--- src/rtl/pipe_ctrl_pkg.sv ---
// Shared encodings for the pipeline sequencing controller: FSM states,
// default interrupt vector, pipeline NOP and the per-cycle control bundle.
package pipe_ctrl_pkg;

    localparam logic [1:0] ST_RUN   = 2'd0;
    localparam logic [1:0] ST_WAIT  = 2'd1;
    localparam logic [1:0] ST_FLUSH = 2'd2;

    localparam logic [31:0] IRQ_VEC_DEFAULT = 32'h0000_0100;

    // addi x0, x0, 0 -- what IF/ID and ID/EX load when flushed
    localparam logic [31:0] NOP_INSTR = 32'h0000_0013;

    typedef struct packed {
        logic pc_hold;
        logic if_id_hold;
        logic id_ex_hold;
        logic if_id_flush;
        logic id_ex_flush;
        logic pc_load;
        logic irq_ack;
    } ctrl_t;

    localparam ctrl_t CTRL_IDLE = '0;

    function automatic logic [15:0] sat_inc16(input logic [15:0] v);
        return (v == 16'hFFFF) ? v : v + 16'd1;
    endfunction

endpackage

--- src/rtl/pipe_ctrl.sv ---
// Pipeline sequencing controller: per-cycle hold/flush/redirect decisions for PC, IF/ID, ID/EX.
// Latency: zero, all outputs are combinational from state plus current inputs.
// Backpressure: mem_wait_i freezes the whole pipe; a jump seen while frozen is kept pending.
module pipe_ctrl
    import pipe_ctrl_pkg::*;
#(
    parameter int unsigned FLUSH_CYCLES  = 1,
    parameter int unsigned STALL_TIMEOUT = 255,
    parameter logic [31:0] IRQ_VEC       = IRQ_VEC_DEFAULT
) (
    input  logic        clk,
    input  logic        rst,
    input  logic        jump_en_i,
    input  logic [31:0] jump_addr_i,
    input  logic        load_use_i,
    input  logic        mem_wait_i,
    input  logic        irq_i,
    input  logic        irq_en_i,
    output logic        pc_hold_o,
    output logic        if_id_hold_o,
    output logic        id_ex_hold_o,
    output logic        if_id_flush_o,
    output logic        id_ex_flush_o,
    output logic        pc_load_o,
    output logic [31:0] pc_load_addr_o,
    output logic        irq_ack_o,
    output logic        timeout_o
);

    localparam logic [2:0]  FLUSH_INIT    = 3'(FLUSH_CYCLES);
    localparam logic [15:0] STALL_LIMIT   = 16'(STALL_TIMEOUT);
    localparam logic [1:0]  REDIRECT_NEXT = (FLUSH_CYCLES > 0) ? ST_FLUSH : ST_RUN;

    logic [1:0]  state_q,     state_d;
    logic        pend_jump_q, pend_jump_d;
    logic [31:0] pend_addr_q, pend_addr_d;
    logic [2:0]  flush_cnt_q, flush_cnt_d;
    logic [15:0] stall_cnt_q, stall_cnt_d;
    logic        timeout_q,   timeout_d;

    ctrl_t       ctrl;
    logic [31:0] load_addr;
    logic        run_eval;
    logic        redirect;
    logic [31:0] redir_addr;

    always_comb begin
        state_d     = state_q;
        pend_jump_d = pend_jump_q;
        pend_addr_d = pend_addr_q;
        flush_cnt_d = flush_cnt_q;
        stall_cnt_d = stall_cnt_q;
        timeout_d   = timeout_q;
        ctrl        = CTRL_IDLE;
        load_addr   = '0;
        run_eval    = 1'b0;
        redirect    = 1'b0;
        redir_addr  = '0;

        case (state_q)
            ST_RUN: run_eval = 1'b1;

            ST_WAIT: begin
                if (mem_wait_i) begin
                    ctrl.pc_hold    = 1'b1;
                    ctrl.if_id_hold = 1'b1;
                    ctrl.id_ex_hold = 1'b1;
                    stall_cnt_d     = sat_inc16(stall_cnt_q);
                    if (sat_inc16(stall_cnt_q) == STALL_LIMIT) begin
                        timeout_d = 1'b1;
                    end
                    if (jump_en_i) begin
                        pend_jump_d = 1'b1;
                        pend_addr_d = jump_addr_i;
                    end
                end else begin
                    stall_cnt_d = '0;
                    state_d     = ST_RUN;
                    if (pend_jump_q) begin
                        redirect    = 1'b1;
                        redir_addr  = pend_addr_q;
                        pend_jump_d = 1'b0;
                    end else begin
                        run_eval = 1'b1;
                    end
                end
            end

            ST_FLUSH: begin
                ctrl.if_id_flush = 1'b1;
                if (mem_wait_i) begin
                    // counter frozen; a jump arriving now is replayed once the bus frees
                    ctrl.pc_hold    = 1'b1;
                    ctrl.if_id_hold = 1'b1;
                    ctrl.id_ex_hold = 1'b1;
                    if (jump_en_i) begin
                        pend_jump_d = 1'b1;
                        pend_addr_d = jump_addr_i;
                    end
                end else if (jump_en_i || pend_jump_q) begin
                    redirect    = 1'b1;
                    redir_addr  = jump_en_i ? jump_addr_i : pend_addr_q;
                    pend_jump_d = 1'b0;
                end else begin
                    flush_cnt_d = flush_cnt_q - 3'd1;
                    if (flush_cnt_q <= 3'd1) begin
                        state_d = ST_RUN;
                    end
                end
            end

            default: state_d = ST_RUN;
        endcase

        if (run_eval) begin
            if (mem_wait_i) begin
                ctrl.pc_hold    = 1'b1;
                ctrl.if_id_hold = 1'b1;
                ctrl.id_ex_hold = 1'b1;
                state_d         = ST_WAIT;
                if (jump_en_i) begin
                    pend_jump_d = 1'b1;
                    pend_addr_d = jump_addr_i;
                end
            end else if (jump_en_i) begin
                redirect   = 1'b1;
                redir_addr = jump_addr_i;
            end else if (irq_i && irq_en_i) begin
                redirect     = 1'b1;
                redir_addr   = IRQ_VEC;
                ctrl.irq_ack = 1'b1;
            end else if (load_use_i) begin
                ctrl.pc_hold     = 1'b1;
                ctrl.if_id_hold  = 1'b1;
                ctrl.id_ex_flush = 1'b1;
            end
        end

        if (redirect) begin
            ctrl.pc_load     = 1'b1;
            ctrl.if_id_flush = 1'b1;
            ctrl.id_ex_flush = 1'b1;
            load_addr        = redir_addr;
            flush_cnt_d      = FLUSH_INIT;
            state_d          = REDIRECT_NEXT;
        end
    end

    always_ff @(posedge clk or posedge rst) begin
        if (rst) begin
            state_q     <= ST_RUN;
            pend_jump_q <= 1'b0;
            pend_addr_q <= '0;
            flush_cnt_q <= '0;
            stall_cnt_q <= '0;
            timeout_q   <= 1'b0;
        end else begin
            state_q     <= state_d;
            pend_jump_q <= pend_jump_d;
            pend_addr_q <= pend_addr_d;
            flush_cnt_q <= flush_cnt_d;
            stall_cnt_q <= stall_cnt_d;
            timeout_q   <= timeout_d;
        end
    end

    // outputs forced quiet for the whole reset assertion, not just after the edge
    assign pc_hold_o      = ctrl.pc_hold     & ~rst;
    assign if_id_hold_o   = ctrl.if_id_hold  & ~rst;
    assign id_ex_hold_o   = ctrl.id_ex_hold  & ~rst;
    assign if_id_flush_o  = ctrl.if_id_flush & ~rst;
    assign id_ex_flush_o  = ctrl.id_ex_flush & ~rst;
    assign pc_load_o      = ctrl.pc_load     & ~rst;
    assign irq_ack_o      = ctrl.irq_ack     & ~rst;
    assign timeout_o      = timeout_d        & ~rst;
    assign pc_load_addr_o = rst ? 32'h0 : load_addr;

endmodule

--- config.mk ---
export PLATFORM = sky130hd
export DESIGN_NAME = pipe_ctrl
export DESIGN_NICKNAME = d
export VERILOG_FILES = /design/src/rtl/pipe_ctrl_pkg.sv /design/src/rtl/pipe_ctrl.sv
export SDC_FILE = /design/constraint.sdc
export NUM_CORES = 1
export LEC_CHECK = 0
export CAP_MARGIN = 20
export CORE_MARGIN = 1
export CORE_UTILIZATION = 45
export CTS_BUF_LIST = sky130_fd_sc_hd__clkbuf_2 sky130_fd_sc_hd__clkbuf_4 sky130_fd_sc_hd__clkbuf_8
export DETAILED_ROUTE_END_ITERATION = 12
export GPL_ROUTABILITY_DRIVEN = 1
export PLACE_DENSITY = 0.73
export SETUP_SLACK_MARGIN = 0.02
export SLEW_MARGIN = 10
export SYNTH_ARGS = -nofsm -noshare
export SYNTH_HDL_FRONTEND = slang
export SYNTH_SLANG_ARGS = --single-unit
--- constraint.sdc ---
create_clock -name clk -period 3.85 [get_ports clk]
set_input_delay 0.77 -clock clk [delete_from_list [all_inputs] [get_ports clk]]
set_output_delay 0.77 -clock clk [all_outputs]
set_load 0.01 [all_outputs]
==> metrics.md, run 1 <==
| Metric | Value |
|---|---|
| Outcome | `completed` |
| Critical Path AT | `2.95 ns` |
| CTS tree | `done` |
| Initial Utilization | `47.4%` |
| Met3 usage | `5.67%` |
| Remaining Overflow, GRT | `0` |
| Post-DRT Antenna Nets | `0` |
| Max-Cap Viols | `0` |
| Worst min path class | `flop to flop` |
| DR WL/cell | `16.1 um` |
| Vias | `3102` |
| Hold Slack | `0.497 ns` |
| Peak supply drop | `0.000341 V` |
| Post-DP HPWL | `6100 um` |
| DIE WIDTH | `90.1 um` |
| Grt met2 use | `36.3%` |
| Final Hold Vio Count | `0` |
| Top cell type's share of synthesized area | `39.4%` |
| Max frequency | `269 MHz` |
| Synthesized area per cell | `9.38 um^2` |
| Cell with the most instances after synthesis | `dfrtp_1` |
| Share of cells above drive strength 1 | `18.6%` |
| Design area | `4530 um^2` |
| Clk pin slew, worst setup/hold paths | `0.10 ns` |
| Setup tns final | `0 ns` |
| Synth cell types | `57` |
| H-tree depth | `2` |
| Pwr per Cell Area | `542 nW/um^2` |
| Synth Warn # | `0` |
| Number of global-route vias before repair | `3057` |
| Fillers | `629` |
| Post-CTS Hold Fix Bufs | `0` |
| Crit path required time | `3.08 ns` |
| Post-synthesis async set-or-reset flop share | `100%` |
| Synth-to-Final Area Change | `29.7%` |
| Clock sink count | `55` |
| GP Congestion | `0.856` |
| Syn nets | `418` |
| Synth top area cells | `dfrtp_1 39%, mux2_2 10%, a22oi_1 6.7%` |
| Die area | `8110 um^2` |
| CP Capture Type | `output pin` |
| Port Buffers | `78` |
| Final setup violation count | `0` |
| Largest area contributor in the netlist | `dfrtp_1` |
| Die height | `90.1 um` |
| Cell Area, Placed | `4370 um^2` |
| Post-synthesis register bit count | `55` |
| Slew Viols, Final | `0` |
| DRC viols | `0` |
| Routed wire length | `8780 um` |
| Pleak | `1.78 nW` |
| Fin crit share | `96.5%` |
| Clk buf depth | `2` |
| Row count | `31` |
| Crit path time final | `3.72 ns` |
| Gr usage total | `22.1%` |
| Diode count | `0` |
| Worst-Margin Slew | `0.709 ns` |
| Drt first pass iters | `6` |
| Core area | `7370 um^2` |
| Register area share after synthesis | `39.4%` |
| Post-synth EDFFs | `0` |
| Final #Nets | `491` |
| Insertion delay to the later sink of the worst-skew pair | `0.31 ns` |
| Post-synth top flop | `dfrtp_1` |
| Synthesized area | `3490 um^2` |
| Commonest cells post-synth | `55 x dfrtp_1, 38 x nor2_1, 31 x a22oi_1, 31 x mux2_2, 31 x nand2_1` |
| Worst-path maximum fanout | `30` |
| Startpoint types | `primary input` |
| Critical path type | `primary input to output pin` |
| First-pass GRT wire length | `14800 um` |
| Largest net degree at the start of global routing | `56` |
| Inserted Clock Buffers | `5` |
| Vias per cell | `5.69` |
| Clk_skew | `0.00504 ns` |
| Clock root cell | `clkbuf_8` |
| Top Ports | `79` |
| Grt met1 use | `29.9%` |
| Initial antenna violation count | `0` |
| Initial DRC Count | `170` |
| Busiest grt layer | `met2` |
| Synth Instances | `372` |
| Max_slew headroom | `52.7%` |
[kinds of logic (layout without fill, tap and decap cells)]
logic type,count (synthesis),count (layout),share of synthesized area (%)
and+or+nand+nor,124,124,19.2
adders and majority gates,7,7,2.51
DFF,55,55,39.4
AOI/OAI and AO/OA,95,95,19.5
xor gates and xnor gates,5,5,1.25
muxes,36,36,11.4
buffers and inverters,50,124,6.67
[worst max-delay path, cell delays in order]
cell,delay [ns]
clkdlybuf4s50_1,0.49
inv_2,0.14
o211a_1,0.23
a31oi_2,0.06
or2_1,0.30
buf_6,0.21
nor2_1,0.17
clkdlybuf4s50_1,0.56
[power by group]
| group | total, mW | leakage [nW] | switching [mW] | internal [mW] |
|---|---|---|---|---|
| Sequential | 1.07 | 0.658 | 0.239 | 0.827 |
| Combinational | 1.04 | 1.08 | 0.528 | 0.512 |
| Clock | 0.351 | 0.0474 | 0.204 | 0.148 |
[per-layer routing]
layer / routed length, um / part of all wire [%] / vias to the layer above
met4: 47 / 0.54 / 0
met3: 581 / 6.6 / 4
met1: 3910 / 45 / 1517
li1: - / - / 1492
met5: 0 / 0 / -
met2: 4240 / 48 / 89
[area by class of cell]
| type | instances | area (um^2) | area share (%) |
|---|---|---|---|
| Timing Repair Buffer | 96 | 950 | 21.0 |
| Clock inverter | 2 | 16.3 | 0.359 |
| Multi-Input combinational cell | 267 | 1900 | 42.0 |
| Sequential cell | 55 | 1380 | 30.4 |
| Inverter | 20 | 75.1 | 1.66 |
| Tap cell | 99 | 124 | 2.73 |
| Clock buffer | 6 | 82.6 | 1.82 |
[path summary, 6_finish.rpt]
| check | startpoint | to | cells after the start | slack, ns |
|---|---|---|---|---|
| min in group asynchronous | rst | stall_cnt_q[10]$_DFFE_PP0P_ | 4 | 1.25 |
| min | timeout_q$_DFF_PP0_ | timeout_q$_DFF_PP0_ | 2 | 0.50 |
| max reg2reg | state_q[0]$_DFF_PP0_ | pend_addr_q[15]$_DFF_PP0_ | 5 | 1.63 |
| min reg2reg | timeout_q$_DFF_PP0_ | timeout_q$_DFF_PP0_ | 2 | 0.50 |
| max in group asynchronous | rst | stall_cnt_q[0]$_DFFE_PP0P_ | 4 | 2.09 |
| max | mem_wait_i | pc_load_addr_o[24] | 8 | 0.13 |
[repair_timing]
item,CTS,global route
buffers inserted,0,5
resized for setup,0,8
setup endpoints to repair,0,32
hold endpoints to repair,0,0
[layout by cell type (no fill, tap or decap), drive strengths merged, types with 7 or more instances in the layout]
master,n
clkdlybuf4s50,76
dfrtp,55
nor2,38
nand2,31
mux2,31
a22oi,31
inv,20
buf,18
o21ai,13
a21oi,12
nor4,11
nand3,9
nand4,8
o22ai,7
ha,7
[through the flow]
step | setup slack, ns | power, mW | cells | util (%)
after floorplan | 0.714 | 1.78 | 372 | -
after global placement | 0.119 | 2.05 | 532 | 59.3
after detailed placement | 0.0870 | 2.09 | 532 | 59.3
after CTS | 0.0637 | 2.45 | 540 | 60.6
after global routing | -0.00621 | 2.63 | 545 | 61.5
final | 0.133 | 2.46 | 545 | 61.5
[flip-flops by register name, summed over array words and instances (netlist names)]
name,cells
stall_cnt_q,16
pend_jump_q,1
flush_cnt_q,3
state_q,2
pend_addr_q,32
timeout_q,1
No activity file was read; power rests on OpenSTA's default activity.
==> inputs of run 2 (changes only) <==
- ABC_AREA: default -> 1
- HOLD_SLACK_MARGIN: default -> 0.05
- PLACE_DENSITY: 0.73 -> 0.71
==> metrics.md, run 2 <==
| Metric | Value |
|---|---|
| Outcome | `finished, violations left` |
| Failing checks | `design-rule violations` |
| Hold Slack | `0.481 ns (-0.0158 ns)` |
| Number of post-CTS setup repair buffers | `0 (unchanged)` |
| Core area | `8810 um^2 (+19%)` |
| Post-synth EDFFs | `0 (unchanged)` |
| Commonest non-fill, non-tap cell in the layout | `nand2_1` |
| Cell with the most instances after synthesis | `nand2_1` |
| CP Capture Type | `output pin` |
| Final setup violation count | `0 (unchanged)` |
| Critical path capture point | `pc_load_addr_o[8]` |
| Design area | `5130 um^2 (+13%)` |
| RSZ-0062 raised after global routing | `true` |
| RR Endpoint | `pend_addr_q[14]$_DFF_PP0_` |
| Synthesized area per cell | `6.51 um^2 (-31%)` |
| Met3 WL | `665 um (+14%)` |
| Synth-to-Final Area Change | `23.8%` |
| Post-synth top flop | `dfrtp_1` |
| Drt first pass iters | `9 (+3)` |
| DIE WIDTH | `97.9 um (+8.7%)` |
| Clock root cell | `clkbuf_8` |
| Worst-path cell chain | `clkdlybuf4s50_1 > inv_2 > a31oi_2 > nor2_2 > nand2_1 > a221oi_1 > clkdlybuf4s50_1` |
| Max_slew headroom | `62.0% (+9.3 points)` |
| Max stage delay on crit path | `0.63 ns (+0.07 ns)` |
| Reg-to-reg startpoint | `state_q[1]$_DFF_PP0_` |
| Critical path type | `primary input to output pin` |
| Highest Signal Layer | `met4` |
| Startpoint types | `primary input` |
| Cell family contributing the most delay on the critical path | `buffers and inverters` |
| H-tree depth | `2 (unchanged)` |
| Worst-Margin Slew | `0.569 ns (-0.140 ns)` |
| Number of global-route vias before repair | `4258 (+39%)` |
| Fin crit share | `95.9% (-0.64 points)` |
| Max frequency | `271 MHz (+0.66%)` |
| DRC viols | `4 (+4)` |
| Post-cts sizing count | `0 (unchanged)` |
| Post-synthesis async set-or-reset flop share | `100% (unchanged)` |
| Initial antenna violation count | `0 (unchanged)` |
| Final Hold Vio Count | `0 (unchanged)` |
| Routed wire length | `11400 um (+30%)` |
| Pleak | `2.17 nW (+21%)` |
| Syn nets | `682 (+63%)` |
| Register area share after synthesis | `33.2% (-6.2 points)` |
| Setup tns final | `0 ns (unchanged)` |
| Max-Cap Viols | `0 (unchanged)` |
| Critical-path top delay cell | `clkdlybuf4s50_1` |
| Share of cells above drive strength 1 | `7.85% (-11 points)` |
| Final #Nets | `746 (+52%)` |
| Die height | `97.9 um (+8.7%)` |
| Vias | `4455 (+44%)` |
| Peak supply drop | `0.000710 V (+110%)` |
| Largest net degree at the start of global routing | `61 (+8.9%)` |
| Worst path buffer plus inverter count | `3 (-1)` |
| Post-DRT Antenna Nets | `0 (unchanged)` |
| Biggest regs | `pend_addr_q x32, stall_cnt_q x16, flush_cnt_q x3` |
| Largest area contributor in the netlist | `dfrtp_1` |
| Pwr per Cell Area | `552 nW/um^2 (+1.9%)` |
| Synth Warn # | `0 (unchanged)` |
| Crit path time final | `3.69 ns (-0.0245 ns)` |
| Clock sink count | `55 (unchanged)` |
| Inserted Clock Buffers | `5 (unchanged)` |
| Post-DP HPWL | `8210 um (+35%)` |
| Vias per cell | `5.51 (-3.2%)` |
| Row count | `34 (+9.7%)` |
| Gr usage total | `24.0% (+1.9 points)` |
| Commonest cells post-synth | `126 x nand2_1, 93 x inv_1, 79 x nand3_1` |
| Met2 routed WL | `5440 um (+28%)` |
| Post-synthesis register bit count | `55 (unchanged)` |
| R2R Setup Slk | `1.42 ns (-0.21 ns)` |
| Worst-path maximum fanout | `5 (-83%)` |
| Initial DRC Count | `231 (+36%)` |
| Clk_skew | `0.00548 ns (+0.000442 ns)` |
| Largest Register | `pend_addr_q` |
| Slew Viols, Final | `0 (unchanged)` |
| Most frequent cells in the layout | `126 x nand2_1, 92 x inv_1, 79 x nand3_1` |
| Clk buf depth | `2 (unchanged)` |
| Synth Instances | `636 (+71%)` |
| Clk pin slew, worst setup/hold paths | `0.10 ns (about the same)` |
| Max reg flops | `32 (unchanged)` |
| Worst min path class | `flop to flop` |
| Remaining Overflow, GRT | `0 (unchanged)` |
| Post-CTS Hold Fix Bufs | `0 (unchanged)` |
| Crit path from | `mem_wait_i` |
| Initial Utilization | `47.0% (-0.34 points)` |
| Critical Path AT | `2.92 ns (-0.03 ns)` |
| Reg2reg path depth | `9 (+4)` |
| Synth cell types | `33 (-42%)` |
| Insertion delay to the later sink of the worst-skew pair | `0.31 ns (about the same)` |
| Top Ports | `79 (unchanged)` |
| Synth top area cells | `dfrtp_1 33%, nand2_1 11%, nand3_1 9.5%` |
| Die area | `9590 um^2 (+18%)` |
| CTS tree | `done` |
| First-pass GRT wire length | `19200 um (+29%)` |
| Top cell type's share of synthesized area | `33.2% (-6.2 points)` |
| Tot Pwr | `2.83 mW (+15%)` |
| Port Buffers | `78 (unchanged)` |
| Cell Area, Placed | `5020 um^2 (+15%)` |
| Diode count | `0 (unchanged)` |
| Synthesized area | `4140 um^2 (+19%)` |
| Wl on met1 | `5200 um (+33%)` |
| DR WL/cell | `14.1 um (-12%)` |
| GP Congestion | `0.864 (+0.91%)` |
| Levels on crit path | `7 (-1)` |
| Crit path required time | `3.08 ns (about the same)` |
| Fillers | `876 (+39%)` |
| Most frequent CP cell | `clkdlybuf4s50_1` |
## run 2: changes by cell type in the layout (fill, tap and decap cells not counted), moves of 28 or more
cell,change
nand2_1,+95
inv_1,+75
nand3_1,+71
o21ai_0,+50
o22ai_1,+32
a22oi_1,-31
mux2_2,-31
a21oi_1,+28
## run 2: stage by stage
step                utilization [%]  worst slack, ns  std cells
finish                         58.2            0.158        809
global route                   58.2           0.0171        809
CTS                            58.2            0.171        809
detailed placement             57.0            0.180        801
global placement               57.0            0.243        801
floorplan                         -             1.12        636
## run 2: cell type report
cell class | count | area, um^2 | area share [%]
Multi-Input combinational cell | 442 | 2210 | 43.2
Inverter | 98 | 368 | 7.17
Clock buffer | 8 | 104 | 2.03
Sequential cell | 55 | 1380 | 26.8
Timing Repair Buffer | 98 | 930 | 18.1
Tap cell | 108 | 135 | 2.64
## run 2: worst min path at each step
stage	end	startpoint	cells past startpoint	slack (ns)
after global routing	pend_addr_q[18]$_DFF_PP0_	pend_addr_q[18]$_DFF_PP0_	2	0.52
after CTS	timeout_q$_DFF_PP0_	timeout_q$_DFF_PP0_	2	0.49
after floorplan	timeout_q$_DFF_PP0_	timeout_q$_DFF_PP0_	2	0.43
after global placement	timeout_q$_DFF_PP0_	timeout_q$_DFF_PP0_	2	0.45
after detailed placement	timeout_q$_DFF_PP0_	timeout_q$_DFF_PP0_	2	0.46
final	timeout_q$_DFF_PP0_	timeout_q$_DFF_PP0_	2	0.48
## run 2: worst reg2reg max path: cells and delay by family (launching register included)
family          cells  cell delay, ns
compound gates      2            0.40
fa+ha+maj           1            0.24
buf+inv             4            0.92
flops               1            0.41
simple gates        2            0.30
## run 2: where the power goes
| group | switching [mW] | leakage, nW | internal (mW) |
|---|---|---|---|
| Sequential | 0.174 | 0.707 | 0.812 |
| Clock | 0.185 | 0.0549 | 0.172 |
| Combinational | 0.961 | 1.40 | 0.528 |
## run 2: cell families (layout without fill, tap and decap cells)
family                   count (synthesis)  count (layout)  share of synthesized area, %
AND/OR/NAND/NOR                        269             269                          28.9
AO/OA/AOI/OAI                          162             162                          21.5
buffers and inverters                  139             204                          13.3
flip-flops                              55              55                          33.2
adder cells (fa/ha/maj)                  7               7                          2.11
XOR/XNOR                                 3               3                         0.635
multiplexers                             1               1                         0.242
## run 2: metal layers
| layer | global-route usage [%] | up-vias |
|---|---|---|
| li1 | - | 2229 |
| met1 | 31.7 | 2079 |
| met4 | 3.85 | 0 |
| met2 | 42.0 | 134 |
| met3 | 3.65 | 13 |
| met5 | 0 | - |
